===== config.mk =====
export PLATFORM = sky130hd
export DESIGN_NAME = sequence_control_p
export DESIGN_NICKNAME = d
export VERILOG_FILES = /design/src/rtl/sequence_control_p.sv
export SDC_FILE = /design/constraint.sdc
export NUM_CORES = 1
export LEC_CHECK = 0
export BUFFER_PORTS_ARGS = -buffer_cell sky130_fd_sc_hd__clkbuf_2
export CAP_MARGIN = 20
export CORE_MARGIN = 3
export CORE_UTILIZATION = 30
export CTS_BUF_LIST = sky130_fd_sc_hd__clkbuf_4 sky130_fd_sc_hd__clkbuf_8
export DETAILED_ROUTE_END_ITERATION = 8
export HOLD_SLACK_MARGIN = 0.12
export REMOVE_ABC_BUFFERS = 1
export SYNTH_ARGS = -nofsm -noshare
export SYNTH_HDL_FRONTEND = slang
export SYNTH_SLANG_ARGS = --single-unit
export TNS_END_PERCENT = 50

===== constraint.sdc =====
create_clock -name Clk -period 3.3 [get_ports Clk]
set_clock_uncertainty 0.2 [all_clocks]
set_input_delay 0.165 -clock Clk [delete_from_list [all_inputs] [get_ports Clk]]
set_output_delay 0.165 -clock Clk [all_outputs]
set_load 0.01 [all_outputs]

===== src/rtl/sequence_control_p.sv =====
`default_nettype none
// ============================================================================
// Module   : sequence_control_p
// Purpose  : A09 multi-cycle control sequencer with memory ready handshake,
//            bounded wait-state fault and optional interrupt (SEQ_INTERRUPT_EN)
// Revision : 1.0  initial release
// ============================================================================
module sequence_control_p #(
  parameter int DataWidth = 16,
  parameter int WaitMax   = 7
) (
  input  logic                 Clk,
  input  logic                 Reset,
  input  logic [DataWidth-1:0] IR,
  input  logic [3:0]           ALU_FlgsIn,
  input  logic                 MEM_Rdy,
`ifdef SEQ_INTERRUPT_EN
  input  logic                 Int_Req,
  output logic                 Int_Ack,
`endif
  output logic                 STK_Ld,
  output logic                 IR_Ld,
  output logic                 PC_Ld,
  output logic                 PC_Rst,
  output logic                 PC_Inc,
  output logic                 MEM_Wr,
  output logic                 MEM_En,
  output logic                 REG_WE,
  output logic                 FLG_Ld,
  output logic                 FLG_Rst,
  output logic                 BRA_Src,
  output logic                 Src1_Sel,
  output logic [1:0]           PC_Src,
  output logic [1:0]           ADDR_Src,
  output logic [1:0]           DATA_Src,
  output logic [2:0]           REG_Dest,
  output logic [2:0]           REG_Src1,
  output logic [2:0]           REG_Src2,
  output logic [3:0]           ALU_Op,
  output logic                 Halt,
  output logic                 Fault
);

  localparam int         c_OFS      = DataWidth - 16;
  localparam logic [7:0] c_WAIT_MAX = 8'(WaitMax);
  localparam logic [3:0] c_OP_LDI = 4'd1, c_OP_LD  = 4'd2, c_OP_ST  = 4'd3,
                         c_OP_STX = 4'd4, c_OP_JPL = 4'd5, c_OP_RET = 4'd6,
                         c_OP_BRD = 4'd7, c_OP_BRX = 4'd8, c_OP_ALU = 4'd9,
                         c_OP_HLT = 4'd15;

  typedef enum logic [2:0] {
    S_RESET      = 3'd0,
    S_FETCH_ADDR = 3'd1,
    S_FETCH_WAIT = 3'd2,
    S_DECODE     = 3'd3,
    S_EXECUTE    = 3'd4,
    S_HALT       = 3'd5,
    S_FAULT      = 3'd6
`ifdef SEQ_INTERRUPT_EN
    , S_INT      = 3'd7
`endif
  } state_t;

  state_t     r_state, w_next;
  logic [7:0] r_wait;
  logic       w_wait_clr, w_wait_inc, w_wait_hit, w_taken;
  logic [3:0] w_opcode, w_alu_fn;
  logic [1:0] w_cond;
  logic       w_unused;

  assign w_opcode   = IR[DataWidth-1 -: 4];
  assign w_cond     = IR[11+c_OFS -: 2];
  assign w_alu_fn   = IR[3+c_OFS -: 4];
  assign w_unused   = ^IR[8+c_OFS -: 2];
  assign w_wait_hit = (r_wait + 8'd1) == c_WAIT_MAX;

  assign REG_Dest = IR[11+c_OFS -: 3];
  assign REG_Src2 = IR[2+c_OFS -: 3];
  assign REG_Src1 = Src1_Sel ? IR[6+c_OFS -: 3] : IR[11+c_OFS -: 3];

  // Flags are {V,N,C,Z}
  always_comb begin
    case (w_cond)
      2'b00:   w_taken = ALU_FlgsIn[0];
      2'b01:   w_taken = ~ALU_FlgsIn[0];
      2'b10:   w_taken = ALU_FlgsIn[2] ^ ALU_FlgsIn[3];
      default: w_taken = ALU_FlgsIn[1];
    endcase
  end

`ifdef SEQ_INTERRUPT_EN
  logic r_in_service, w_isr_set, w_isr_clr;

  always_ff @(posedge Clk) begin
    if (!Reset)         r_in_service <= 1'b0;
    else if (w_isr_set) r_in_service <= 1'b1;
    else if (w_isr_clr) r_in_service <= 1'b0;
  end
`endif

  always_ff @(posedge Clk) begin
    if (!Reset) begin
      r_state <= S_RESET;
      r_wait  <= 8'd0;
    end else begin
      r_state <= w_next;
      if (w_wait_clr)      r_wait <= 8'd0;
      else if (w_wait_inc) r_wait <= r_wait + 8'd1;
    end
  end

  always_comb begin
    w_next     = r_state;
    w_wait_clr = 1'b0;
    w_wait_inc = 1'b0;
    STK_Ld = 1'b1; IR_Ld  = 1'b1; PC_Ld  = 1'b1; PC_Rst  = 1'b1; PC_Inc = 1'b1;
    MEM_Wr = 1'b1; MEM_En = 1'b1; REG_WE = 1'b1; FLG_Ld  = 1'b1; FLG_Rst = 1'b1;
    BRA_Src = 1'b0; Src1_Sel = 1'b0;
    PC_Src = 2'b00; ADDR_Src = 2'b00; DATA_Src = 2'b00;
    ALU_Op = 4'h0; Halt = 1'b0; Fault = 1'b0;
`ifdef SEQ_INTERRUPT_EN
    Int_Ack = 1'b0; w_isr_set = 1'b0; w_isr_clr = 1'b0;
`endif
    case (r_state)
      S_RESET: begin
        PC_Rst = 1'b0; FLG_Rst = 1'b0;
        w_next = S_FETCH_ADDR;
      end
      S_FETCH_ADDR: begin
        w_wait_clr = 1'b1;
        MEM_En     = 1'b0;
        w_next     = S_FETCH_WAIT;
`ifdef SEQ_INTERRUPT_EN
        if (Int_Req && !r_in_service) begin
          MEM_En = 1'b1;
          w_next = S_INT;
        end
`endif
      end
      S_FETCH_WAIT: begin
        MEM_En = 1'b0;
        if (MEM_Rdy) begin
          IR_Ld = 1'b0; PC_Inc = 1'b0;
          w_next = S_DECODE;
        end else begin
          w_wait_inc = 1'b1;
          if (w_wait_hit) w_next = S_FAULT;
        end
      end
      S_DECODE: begin
        w_wait_clr = 1'b1;
        w_next     = S_FETCH_ADDR;
        case (w_opcode)
          c_OP_LDI: REG_WE = 1'b0;
          c_OP_LD: begin
            MEM_En = 1'b0; ADDR_Src = 2'b10; w_next = S_EXECUTE;
          end
          c_OP_ST, c_OP_STX: begin
            MEM_En = 1'b0; MEM_Wr = 1'b0; ADDR_Src = 2'b10;
            Src1_Sel = (w_opcode == c_OP_STX); w_next = S_EXECUTE;
          end
          c_OP_JPL: begin
            Src1_Sel = 1'b1; PC_Src = 2'b10; PC_Ld = 1'b0;
            STK_Ld = IR[11+c_OFS];
          end
          c_OP_RET: begin
            PC_Src = 2'b01; PC_Ld = 1'b0;
`ifdef SEQ_INTERRUPT_EN
            w_isr_clr = 1'b1;
`endif
          end
          c_OP_BRD, c_OP_BRX: begin
            if (w_taken) begin
              PC_Ld = 1'b0;
              if (w_opcode == c_OP_BRD) BRA_Src  = 1'b1;
              else                      Src1_Sel = 1'b1;
            end
          end
          c_OP_ALU: begin
            ALU_Op = w_alu_fn; w_next = S_EXECUTE;
          end
          c_OP_HLT: w_next = S_HALT;
          default:  w_next = S_FETCH_ADDR;
        endcase
      end
      S_EXECUTE: begin
        w_next = S_FETCH_ADDR;
        case (w_opcode)
          c_OP_LD, c_OP_ST, c_OP_STX: begin
            MEM_En = 1'b0; ADDR_Src = 2'b10;
            if (w_opcode != c_OP_LD) begin
              MEM_Wr = 1'b0; Src1_Sel = (w_opcode == c_OP_STX);
            end
            if (MEM_Rdy) begin
              if (w_opcode == c_OP_LD) begin
                REG_WE = 1'b0; DATA_Src = 2'b01;
              end
            end else begin
              w_wait_inc = 1'b1;
              w_next     = w_wait_hit ? S_FAULT : S_EXECUTE;
            end
          end
          c_OP_ALU: begin
            ALU_Op = w_alu_fn; REG_WE = 1'b0; DATA_Src = 2'b10; FLG_Ld = 1'b0;
          end
          default: w_next = S_FETCH_ADDR;
        endcase
      end
      S_HALT: begin
        Halt = 1'b1;
`ifdef SEQ_INTERRUPT_EN
        if (Int_Req) w_next = S_INT;
`endif
      end
      S_FAULT: begin
        Halt = 1'b1; Fault = 1'b1;
      end
`ifdef SEQ_INTERRUPT_EN
      S_INT: begin
        STK_Ld = 1'b0; PC_Src = 2'b11; PC_Ld = 1'b0; Int_Ack = 1'b1;
        w_isr_set = 1'b1; w_next = S_FETCH_ADDR;
      end
`endif
      default: w_next = S_RESET;
    endcase
  end

endmodule
`default_nettype wire


==> results by group, run 1 <==
Placed design
  – Buffers added on ports: 52
  – Gpl congestion: 0.7592
  – Placed cell areas: 0.001391 mm2
  – Worst slack at placement: 1.064 ns
  – Post-detail-place hpwl: 2190 um

Synthesis
  – Sequential share of the synthesized area: 0.1868
  – Top cells by area, synth: dfxtp_1 19%, buf_4 5.7%, nor2_1 5.4%
  – Yosys reg bits: 11
  – Synth top area share: 0.1868
  – Netlist Area Pre-Place: 0.001179 mm2
  – Main flop type after synthesis: dfxtp_1
  – Most instantiated library cell after synthesis: nor2_1
  – Synth cell types: 47
  – Post-synth top cells: 17 x nor2_1, 13 x nand2_1, 11 x dfxtp_1
  – EDFF count, synth: 0
  – Area leader, netlist: dfxtp_1
  – Mapped Cells: 160
  – Ys Warns: 0
  – Synth async-reset ratio: 0
  – Syn avg cell area: 7.366 um2

Detailed routing
  – Drt total wl: 2750 um
  – Initial DRC Count: 94
  – First-pass DRT Iterations: 4
  – Via count: 1210
  – WL/cell: 11.09 um
  – Post-route ant nets: 0
  – Residual DRC count: 0
  – Routed vias/inst: 4.879

Power and ir drop
  – Peak supply drop: 0.1408 mV
  – Leak pwr: 0.0006163 uW
  – Pwr per Cell Area: 291.3 mW/mm2

Clock tree
  – Clk root buf: clkbuf_8
  – Setup Fix Bufs, Post-CTS: 0
  – CTS H-tree lvls: 1
  – Clk sinks: 11
  – CTS max path bufs: 2
  – CTS tree: built
  – Clk slew on worst S/H paths: 0.05 ns
  – Clock Latency Late Sink: 0.24 ns
  – CTS Buf Count: 3

GRT
  – Total track usage: 0.1256
  – First-pass GRT wire length: 4581 um
  – Remaining Overflow, GRT: 0
  – Antenna violations before repair: 0
  – Largest net degree at the start of global routing: 18
  – Vias in the first global route: 1046

Min path
  – Worst hold path type: input port to register
  – Hold Path Depth: 2

STA
  – Final worst path period share: 0.7541
  – Fin Setup TNS: 0 ns
  – RSZ-0062 raised after global routing: no
  – Setup Viol. Count Final: 0
  – Final Hold Slack: 0.1174 ns
  – Final Hold Vio Count: 0
  – Fmax: 0.4019 GHz
  – Time the worst path needs with I/O delays and setup: 2.488 ns
  – Slew Viols, Final: 0
  – Slew margin rel.: 0.6620
  – Setup ws final: 0.8116 ns
  – Worst Max-Slew Pin Slew: 0.5063 ns

Setup path
  – Crit path max-delay cell type: dfxtp_1
  – Cells along the critical path: nand3b_1 -> or2_2 -> nand2_1 -> o211ai_1 -> mux2_2 -> clkbuf_2
  – Worst Path Class, Setup: register to output pin
  – CP max FO: 17
  – Crit path launch type: register
  – Arrival time at the worst endpoint: 2.12 ns
  – Reg2Reg Depth: 5
  – Setup crit end kind: output pin
  – Worst path max stage delay: 0.46 ns
  – Critical Path RT: 2.93 ns

Layout
  – Antenna diodes: 0
  – Share of cells above drive strength 1: 0.3350
  – Final Net Count: 226
  – Synth-to-layout area growth: 23.04%
  – Post-Layout Inst Area: 0.001450 mm2
  – # fillers: 414

Floorplan
  – Row count: 22
  – # IOs: 56
  – Die Span Y: 68.68 um
  – Initial Util: 0.3172
  – DIE WIDTH: 68.68 um
  – CORE AREA: 0.003716 mm2
  – Die ar.: 0.004717 mm2

Job
  – Max-cap viol count: 0

Status
  – Status: complete, no violations
==> worst paths after layout <==
check | startpoint | to | slack [ns]
hold reg to reg | r_wait[7] | r_wait[7] | 0.33
setup / recovery | r_state[2] | REG_Src1[2] | 0.81
setup reg to reg | r_state[2] | r_wait[3] | 1.05
hold / removal | MEM_Rdy | r_state[1] | 0.12
==> layer usage <==
metal,GRT usage,wire length (um)
met3,0.03404,244
met4,0.05955,46
met2,0.1931,1175
met1,0.1612,1283
met5,0,0
==> cells in the final DEF, fill, tap and decap left out, types with 2 or more instances in the layout <==
master,synthesis,layout
mux2_2,3,3
dfxtp_1,11,11
nand2_1,13,13
nand3b_1,2,2
or3_1,3,3
a31oi_1,3,3
nor2b_1,4,4
nor3_1,5,5
and4_1,2,2
a21oi_1,5,5
clkbuf_2,0,52
ha_1,2,2
inv_1,6,6
and3_1,2,2
xnor2_1,3,3
nand2b_1,8,8
o211ai_1,5,5
o21ai_0,8,8
o2111ai_1,4,4
clkbuf_8,0,3
nor2_1,17,17
xor2_1,7,7
and2_1,8,8
==> timing repair <==
item                      CTS  global route
hold buffers                1             0
gates resized for setup     0             0
hold endpoints to repair    3             0
==> worst max-delay path: cells and delay by family (launching register included) <==
family                 cells  cell delay [ns]
AND/OR/NAND/NOR            3             0.82
flip-flops                 1             0.46
multiplexers               1             0.31
AO/OA/AOI/OAI              1             0.17
buffers and inverters      1             0.12
==> cell families (layout without fill, tap and decap cells) <==
group / after synthesis / in the layout / synth area share
buf+inv: 23 / 63 / 0.1104
fa+ha+maj: 2 / 2 / 0.02123
xor+xnor: 10 / 10 / 0.07432
mux: 3 / 3 / 0.02866
compound gates: 35 / 35 / 0.2134
other cells: 1 / 1 / 0.003182
simple gates: 75 / 75 / 0.3620
flops: 11 / 11 / 0.1868
==> flip-flops by register name, summed over array words and instances, names as in the netlist <==
name / count
r_wait: 8
r_state: 3
==> metrics by stage <==
step	instances	util	total power, uW
2_1_floorplan	143	-	226.1
3_3_place_gp	243	0.3744	282.7
3_5_place_dp	243	0.3744	282.2
4_1_cts	248	0.3902	429.2
5_1_grt	248	0.3902	460.1
6_report	248	0.3902	422.4
==> report_power, final <==
| part | leakage (uW) | internal, uW | total, uW | switching [uW] |
|---|---|---|---|---|
| sequential | 0.0000892 | 139 | 153 | 15.0 |
| clock | 0.0000262 | 93.0 | 143 | 50.2 |
| combinational | 0.000501 | 54.6 | 126 | 71.1 |
| total | 0.000616 | 286 | 422 | 136 |
==> area by class of cell <==
class | count | area, um2 | share of cell area
Multi-Input combinational cell | 126 | 828.3 | 0.5712
Timing Repair Buffer | 53 | 270.3 | 0.1864
Sequential cell | 11 | 220.2 | 0.1519
Tap cell | 48 | 60.06 | 0.04142
Clock buffer | 4 | 48.80 | 0.03365
Inverter | 6 | 22.52 | 0.01553
No activity file was read; power rests on OpenSTA's default activity.
==> run 2: changes to the inputs <==
clock period = 2.1 ns   (was 3.3 ns; I/O delays follow)
==> run 2 against run 1 <==
Against the previous run:
- via count increased by 6.3%
- sequential share of layout area decreased by 1.1 points
- highest routed layer unchanged
- largest power group is now combinational logic
- core utilization increased by 4.1 points
- wire length increased by 12%
==> results by group, run 2 (synthesis gave the netlist of run 1 again) <==
Min path
  – Worst hold path type: input port to output pin (was input port to register)
  – Hold Path Depth: 2 (unchanged)

Detailed routing
  – WL/cell: 11.81 um (was 11.09 um)
  – Initial DRC Count: 95 (was 94)
  – Via count: 1286 (was 1210)
  – Routed vias/inst: 4.927 (was 4.879)
  – First-pass DRT Iterations: 4 (unchanged)
  – Drt total wl: 3083 um (was 2750 um)
  – Post-route ant nets: 0 (unchanged)
  – Residual DRC count: 0 (unchanged)

STA
  – Final Hold Vio Count: 0 (unchanged)
  – Setup ws final: 0.06604 ns (was 0.8116 ns)
  – RSZ-0062 raised after global routing: yes (was no)
  – Time the worst path needs with I/O delays and setup: 2.034 ns
  – Setup Viol. Count Final: 0 (unchanged)
  – Final worst path period share: 0.9686
  – Slew Viols, Final: 0 (unchanged)
  – Fmax: 0.4917 GHz

Floorplan
  – Initial Util: 0.3172 (unchanged)
  – CORE AREA: 0.003716 mm2 (unchanged)
  – Die Span Y: 68.68 um (unchanged)
  – Row count: 22 (unchanged)
  – DIE WIDTH: 68.68 um (unchanged)
  – Die ar.: 0.004717 mm2 (unchanged)
  – # IOs: 56 (unchanged)

Power and ir drop
  – Leak pwr: 0.0006892 uW (was 0.0006163 uW)
  – Pwr per Cell Area: 440.0 mW/mm2 (was 291.3 mW/mm2)
  – Peak supply drop: 0.1333 mV (was 0.1408 mV)

Setup path
  – Critical Path RT: 2.02 ns (was 2.93 ns)
  – Worst path max stage delay: 0.53 ns (was 0.46 ns)
  – Cells along the critical path: dlygate4sd3_1 -> clkbuf_2 -> or4b_4 -> a211oi_4 -> o2111ai_1 -> xor2_1 -> nor2_1 (was nand3b_1 -> or2_2 -> nand2_1 -> o211ai_1 -> mux2_2 -> clkbuf_2)
  – Crit path launch type: input port (was register)
  – Arrival time at the worst endpoint: 1.96 ns (was 2.12 ns)
  – Worst Path Class, Setup: input port to register (was register to output pin)
  – Reg2Reg Depth: 6 (was 5)
  – Crit path max-delay cell type: dlygate4sd3_1 (was dfxtp_1)
  – Setup crit end kind: register (was output pin)
  – CP max FO: 7 (was 17)
  – Worst reg-to-reg setup slack: 0.17 ns (was 1.05 ns)

Layout
  – Reg area: 225.2 um2 (was 220.2 um2)
  – Max FFs per register: 8 (unchanged)
  – # fillers: 388 (was 414)
  – Biggest registers after layout: r_wait: 8 flops, r_state: 3 flops (unchanged)
  – Synth-to-layout area growth: 35.99% (was 23.04%)
  – Commonest cells after routing, fill and taps aside: 51 x clkbuf_2, 17 x nor2_1, 12 x nand2_1 (was 52 x clkbuf_2, 17 x nor2_1, 13 x nand2_1)
  – Final core utilization: 0.4313 (was 0.3902)
  – Most common cell after layout, fill and taps aside: clkbuf_2 (unchanged)
  – Post-Layout Inst Area: 0.001603 mm2 (was 0.001450 mm2)
  – Non-filler instance count after layout: 261 (was 248)
  – Antenna diodes: 0 (unchanged)
  – Share of cells above drive strength 1: 0.4131 (was 0.3350)
  – Multi-input logic area: 865.8 um2 (was 828.3 um2)
  – Biggest register: r_wait (unchanged)
  – Final Net Count: 239 (was 226)

Placed design
  – Buffers added on ports: 52 (unchanged)
  – Inst Count DP: 252 (was 243)
  – Gpl congestion: 0.8030 (was 0.7592)
  – Worst slack at placement: 0.1240 ns (was 1.064 ns)
  – Placed cell areas: 0.001459 mm2 (was 0.001391 mm2)
  – Post-detail-place hpwl: 2333 um (was 2190 um)

Clock tree
  – Clk slew on worst S/H paths: 0.05 ns (about the same)
  – CTS Buf Count: 3 (unchanged)
  – CTS H-tree lvls: 1 (unchanged)
  – Clock Latency Late Sink: 0.24 ns (about the same)
  – CTS max path bufs: 2 (unchanged)
  – Clk sinks: 11 (unchanged)
  – Clk root buf: clkbuf_8 (unchanged)
  – CTS tree: built (unchanged)

GRT
  – Antenna violations before repair: 0 (unchanged)
  – First-pass GRT wire length: 4836 um (was 4581 um)
  – Largest net degree at the start of global routing: 12 (was 18)
  – Total track usage: 0.1313 (was 0.1256)
  – Vias in the first global route: 1118 (was 1046)
  – Remaining Overflow, GRT: 0 (unchanged)

Status
  – Status: complete, no violations (unchanged)

Job
  – Max-cap viol count: 0 (unchanged)
run 2: changes by cell type in the layout (fill, tap and decap cells not counted), moves of 2 or more:
cell     change
buf_6        +2
dfxtp_1      -4
buf_4       +11
dfxtp_2      +4
run 2: worst paths after layout:
check | start | end
setup / recovery | MEM_Rdy | r_wait[3]
hold / removal | IR[2] | REG_Src2[2]
setup reg to reg | r_state[2] | r_wait[3]
hold reg to reg | r_wait[7] | r_wait[7]
run 2: layer usage:
metal  global-route usage  vias up  part of all wire
li1                     -      658                 -
met4              0.04963        0             0.023
met2               0.2050       45              0.44
met5                    0        -                 0
met3              0.03728        8             0.072
met1               0.1696      575              0.47
run 2: worst max-delay path, delay by kind of cell:
family                 cells  cell delay, ns
AO/OA/AOI/OAI              2            0.49
AND/OR/NAND/NOR            2            0.54
buffers and inverters      2            0.65
XOR/XNOR                   1            0.16
run 2: area by class of cell:
class / instances / area share
Multi-Input combinational cell: 126 / 0.5402
Timing Repair Buffer: 66 / 0.2373
Sequential cell: 11 / 0.1405
Tap cell: 48 / 0.03747
Clock buffer: 4 / 0.03044
Inverter: 6 / 0.01405
run 2: power breakdown:
| group | internal, uW | switching [uW] | leakage, uW |
|---|---|---|---|
| Combinational | 110 | 138 | 0.000572 |
| Clock | 146 | 81.5 | 0.0000262 |
| Sequential | 219 | 10.1 | 0.0000907 |
| Total | 476 | 230 | 0.000689 |
run 2: stage by stage:
step / setup TNS (ns) / power [uW] / hold WS, ns
global placement: 0 / 463.4 / 0.1761
global route: -0.07207 / 754.2 / 0.2187
finish: 0 / 705.3 / 0.2087
detailed placement: 0 / 463.6 / 0.1744
floorplan: 0 / 355.3 / 0.005974
CTS: 0 / 706.6 / 0.2108
run 2: timing repair:
action                                 CTS  global route
endpoints found under the hold margin    3             0
buffers inserted                         1             2
hold buffers                             2             0
setup endpoints to repair                3            11
gates resized for setup                  3            11
pin swaps                                1             3
==> run 3: changes to the inputs <==
ABC_CLOCK_PERIOD_IN_PS = 2100   (was unset)
CELL_PAD_IN_SITES_DETAIL_PLACEMENT = 1   (was unset)
CELL_PAD_IN_SITES_GLOBAL_PLACEMENT = 1   (was unset)
PLACE_DENSITY_LB_ADDON = 0.1   (was unset)
==> run 3 against run 2 <==
Against the previous run:
- sequential share of layout area decreased by 0.24 points
- final cell count increased by 1.5%
- power up 3.7%
- via count grew 4.7%
- global-route usage grew 3.6 points
==> results by group, run 3 (synthesis gave the netlist of run 1 again) <==
Clock tree
  – CTS H-tree lvls: 1 (unchanged)
  – Clk root buf: clkbuf_8 (unchanged)
  – Clk sinks: 11 (unchanged)
  – CTS max path bufs: 2 (unchanged)
  – CTS Buf Count: 3 (unchanged)
  – Clock Latency Late Sink: 0.24 ns (about the same)
  – Clk slew on worst S/H paths: 0.05 ns (about the same)
  – CTS tree: built (unchanged)

Layout
  – Final Net Count: 243 (was 239)
  – Commonest cells after routing, fill and taps aside: 49 x clkbuf_2, 16 x nor2_1, 15 x buf_4 (was 51 x clkbuf_2, 17 x nor2_1, 12 x nand2_1)
  – # fillers: 478 (was 388)
  – Antenna diodes: 0 (unchanged)
  – Final core utilization: 0.4485 (was 0.4313)
  – Non-filler instance count after layout: 265 (was 261)
  – Biggest registers after layout: r_wait: 8 flops, r_state: 3 flops (unchanged)
  – Share of cells above drive strength 1: 0.4332 (was 0.4131)
  – Max FFs per register: 8 (unchanged)
  – Most common cell after layout, fill and taps aside: clkbuf_2 (unchanged)
  – Biggest register: r_wait (unchanged)
  – Synth-to-layout area growth: 41.40% (was 35.99%)

STA
  – Fin Setup TNS: 0 ns (unchanged)
  – RSZ-0062 raised after global routing: yes (unchanged)
  – Slew Viols, Final: 0 (unchanged)
  – Final worst path period share: 0.9897 (was 0.9686)
  – Final Hold Vio Count: 0 (unchanged)
  – Setup Viol. Count Final: 0 (unchanged)
  – Fmax: 0.4812 GHz (was 0.4917 GHz)
  – Time the worst path needs with I/O delays and setup: 2.078 ns (was 2.034 ns)

Detailed routing
  – Post-route ant nets: 0 (unchanged)
  – Initial DRC Count: 61 (was 95)
  – Residual DRC count: 0 (unchanged)
  – WL/cell: 14.42 um (was 11.81 um)
  – First-pass DRT Iterations: 5 (was 4)
  – Drt total wl: 3822 um (was 3083 um)
  – Routed vias/inst: 5.083 (was 4.927)
  – Via count: 1347 (was 1286)

GRT
  – Antenna violations before repair: 0 (unchanged)
  – Remaining Overflow, GRT: 0 (unchanged)
  – Vias in the first global route: 1387 (was 1118)
  – Largest net degree at the start of global routing: 12 (unchanged)
  – First-pass GRT wire length: 6168 um (was 4836 um)
  – Total track usage: 0.1673 (was 0.1313)

Setup path
  – Arrival time at the worst endpoint: 1.77 ns (was 1.96 ns)
  – Critical Path RT: 1.79 ns (was 2.02 ns)
  – Crit path to: REG_Src1[1] (was r_wait[3])
  – Setup crit end kind: output pin (was register)
  – CP max FO: 4 (was 7)
  – Reg2Reg Depth: 6 (unchanged)
  – Crit path launch: r_state[2] (was MEM_Rdy)
  – RR Startpoint: r_state[2] (unchanged)
  – Crit path launch type: register (was input port)
  – R2R Path End: r_wait[3] (unchanged)
  – Worst Path Class, Setup: register to output pin (was input port to register)
  – Worst reg-to-reg setup slack: 0.09 ns (was 0.17 ns)

Placed design
  – Gpl congestion: 0.8063 (was 0.8030)
  – Inst Count DP: 254 (was 252)
  – Post-detail-place hpwl: 2920 um (was 2333 um)
  – Buffers added on ports: 52 (unchanged)

Floorplan
  – DIE WIDTH: 68.68 um (unchanged)
  – CORE AREA: 0.003716 mm2 (unchanged)
  – Row count: 22 (unchanged)
  – Die Span Y: 68.68 um (unchanged)
  – Die ar.: 0.004717 mm2 (unchanged)
  – Initial Util: 0.3172 (unchanged)
  – # IOs: 56 (unchanged)

Job
  – Max-cap viol count: 0 (unchanged)

Power and ir drop
  – Final Power: 731.5 uW (was 705.3 uW)
  – Pwr per Cell Area: 438.9 mW/mm2 (was 440.0 mW/mm2)
  – Peak supply drop: 0.2312 mV (was 0.1333 mV)
  – Leak pwr: 0.0007329 uW (was 0.0006892 uW)

Status
  – Status: complete, no violations (unchanged)

Min path
  – Worst hold path type: input port to output pin (unchanged)
==> run 3: cell count changes in the layout (fill, tap and decap cells not counted), sizes merged <==
cell	previous run	this run
buf	13	19
clkbuf	55	53
==> run 3: worst min path at each step <==
stage                        from          end  slack, ns  cells after the start
after floorplan           MEM_Rdy   r_state[1]      0.006                      1
after global placement      Reset   r_state[1]       0.16                      3
after detailed placement    Reset   r_state[1]       0.16                      3
after CTS                  IR[15]   r_state[1]       0.19                      3
after global routing        IR[0]  REG_Src2[0]       0.22                      2
final                       IR[0]  REG_Src2[0]       0.21                      2
==> run 3: worst max-delay path, cell delays in order, from the launching register on <==
cell      delay, ns
dfxtp_2        0.33
nand3b_1       0.20
or2_4          0.26
nand2_2        0.06
o211ai_1       0.09
buf_4          0.17
mux2_4         0.30
buf_6          0.12
==> run 3: area by class of cell <==
| cell class | count | area, um2 | share of cell area |
|---|---|---|---|
| sequential | 11 | 230.2 | 0.1381 |
| multi-input combinational | 126 | 882.1 | 0.5293 |
| clock buffer | 4 | 48.80 | 0.02928 |
| tap | 48 | 60.06 | 0.03604 |
| inverter | 6 | 22.52 | 0.01351 |
| timing repair buffer | 70 | 422.9 | 0.2538 |
==> run 3: power breakdown <==
group	internal [uW]	switching [uW]	leakage, uW	total (uW)
Sequential	220	14.6	0.0000913	235
Combinational	123	145	0.000615	268
Clock	146	82.3	0.0000262	229
Total	490	242	0.000733	732
==> run 3: what timing repair did <==
item | 4_1_cts | 5_1_grt
endpoints found under the setup margin | 3 | 16
setup buffers | 2 | 3
pin swaps | 1 | 4
hold buffers | 2 | 0
endpoints found under the hold margin | 3 | 0
gates resized for setup | 4 | 20
==> run 3: through the flow <==
stage          setup WS, ns  cell area [um2]  hold slack [ns]
2_1_floorplan       0.07476             1071         0.005974
3_3_place_gp        0.08960             1474           0.1612
3_5_place_dp        0.01602             1474           0.1644
4_1_cts            -0.01961             1564           0.1941
5_1_grt            -0.04164             1667           0.2233
6_report            0.02173             1667           0.2115
==> run 3: layer usage <==
metal / track usage / routed length, um / part of all wire / vias up
met5: 0 / 0 / 0 / -
met4: 0.04467 / 25 / 0.0065 / 0
met3: 0.01945 / 179 / 0.047 / 2
met2: 0.3027 / 1977 / 0.52 / 40
met1: 0.2064 / 1639 / 0.43 / 636
li1: - / - / - / 669
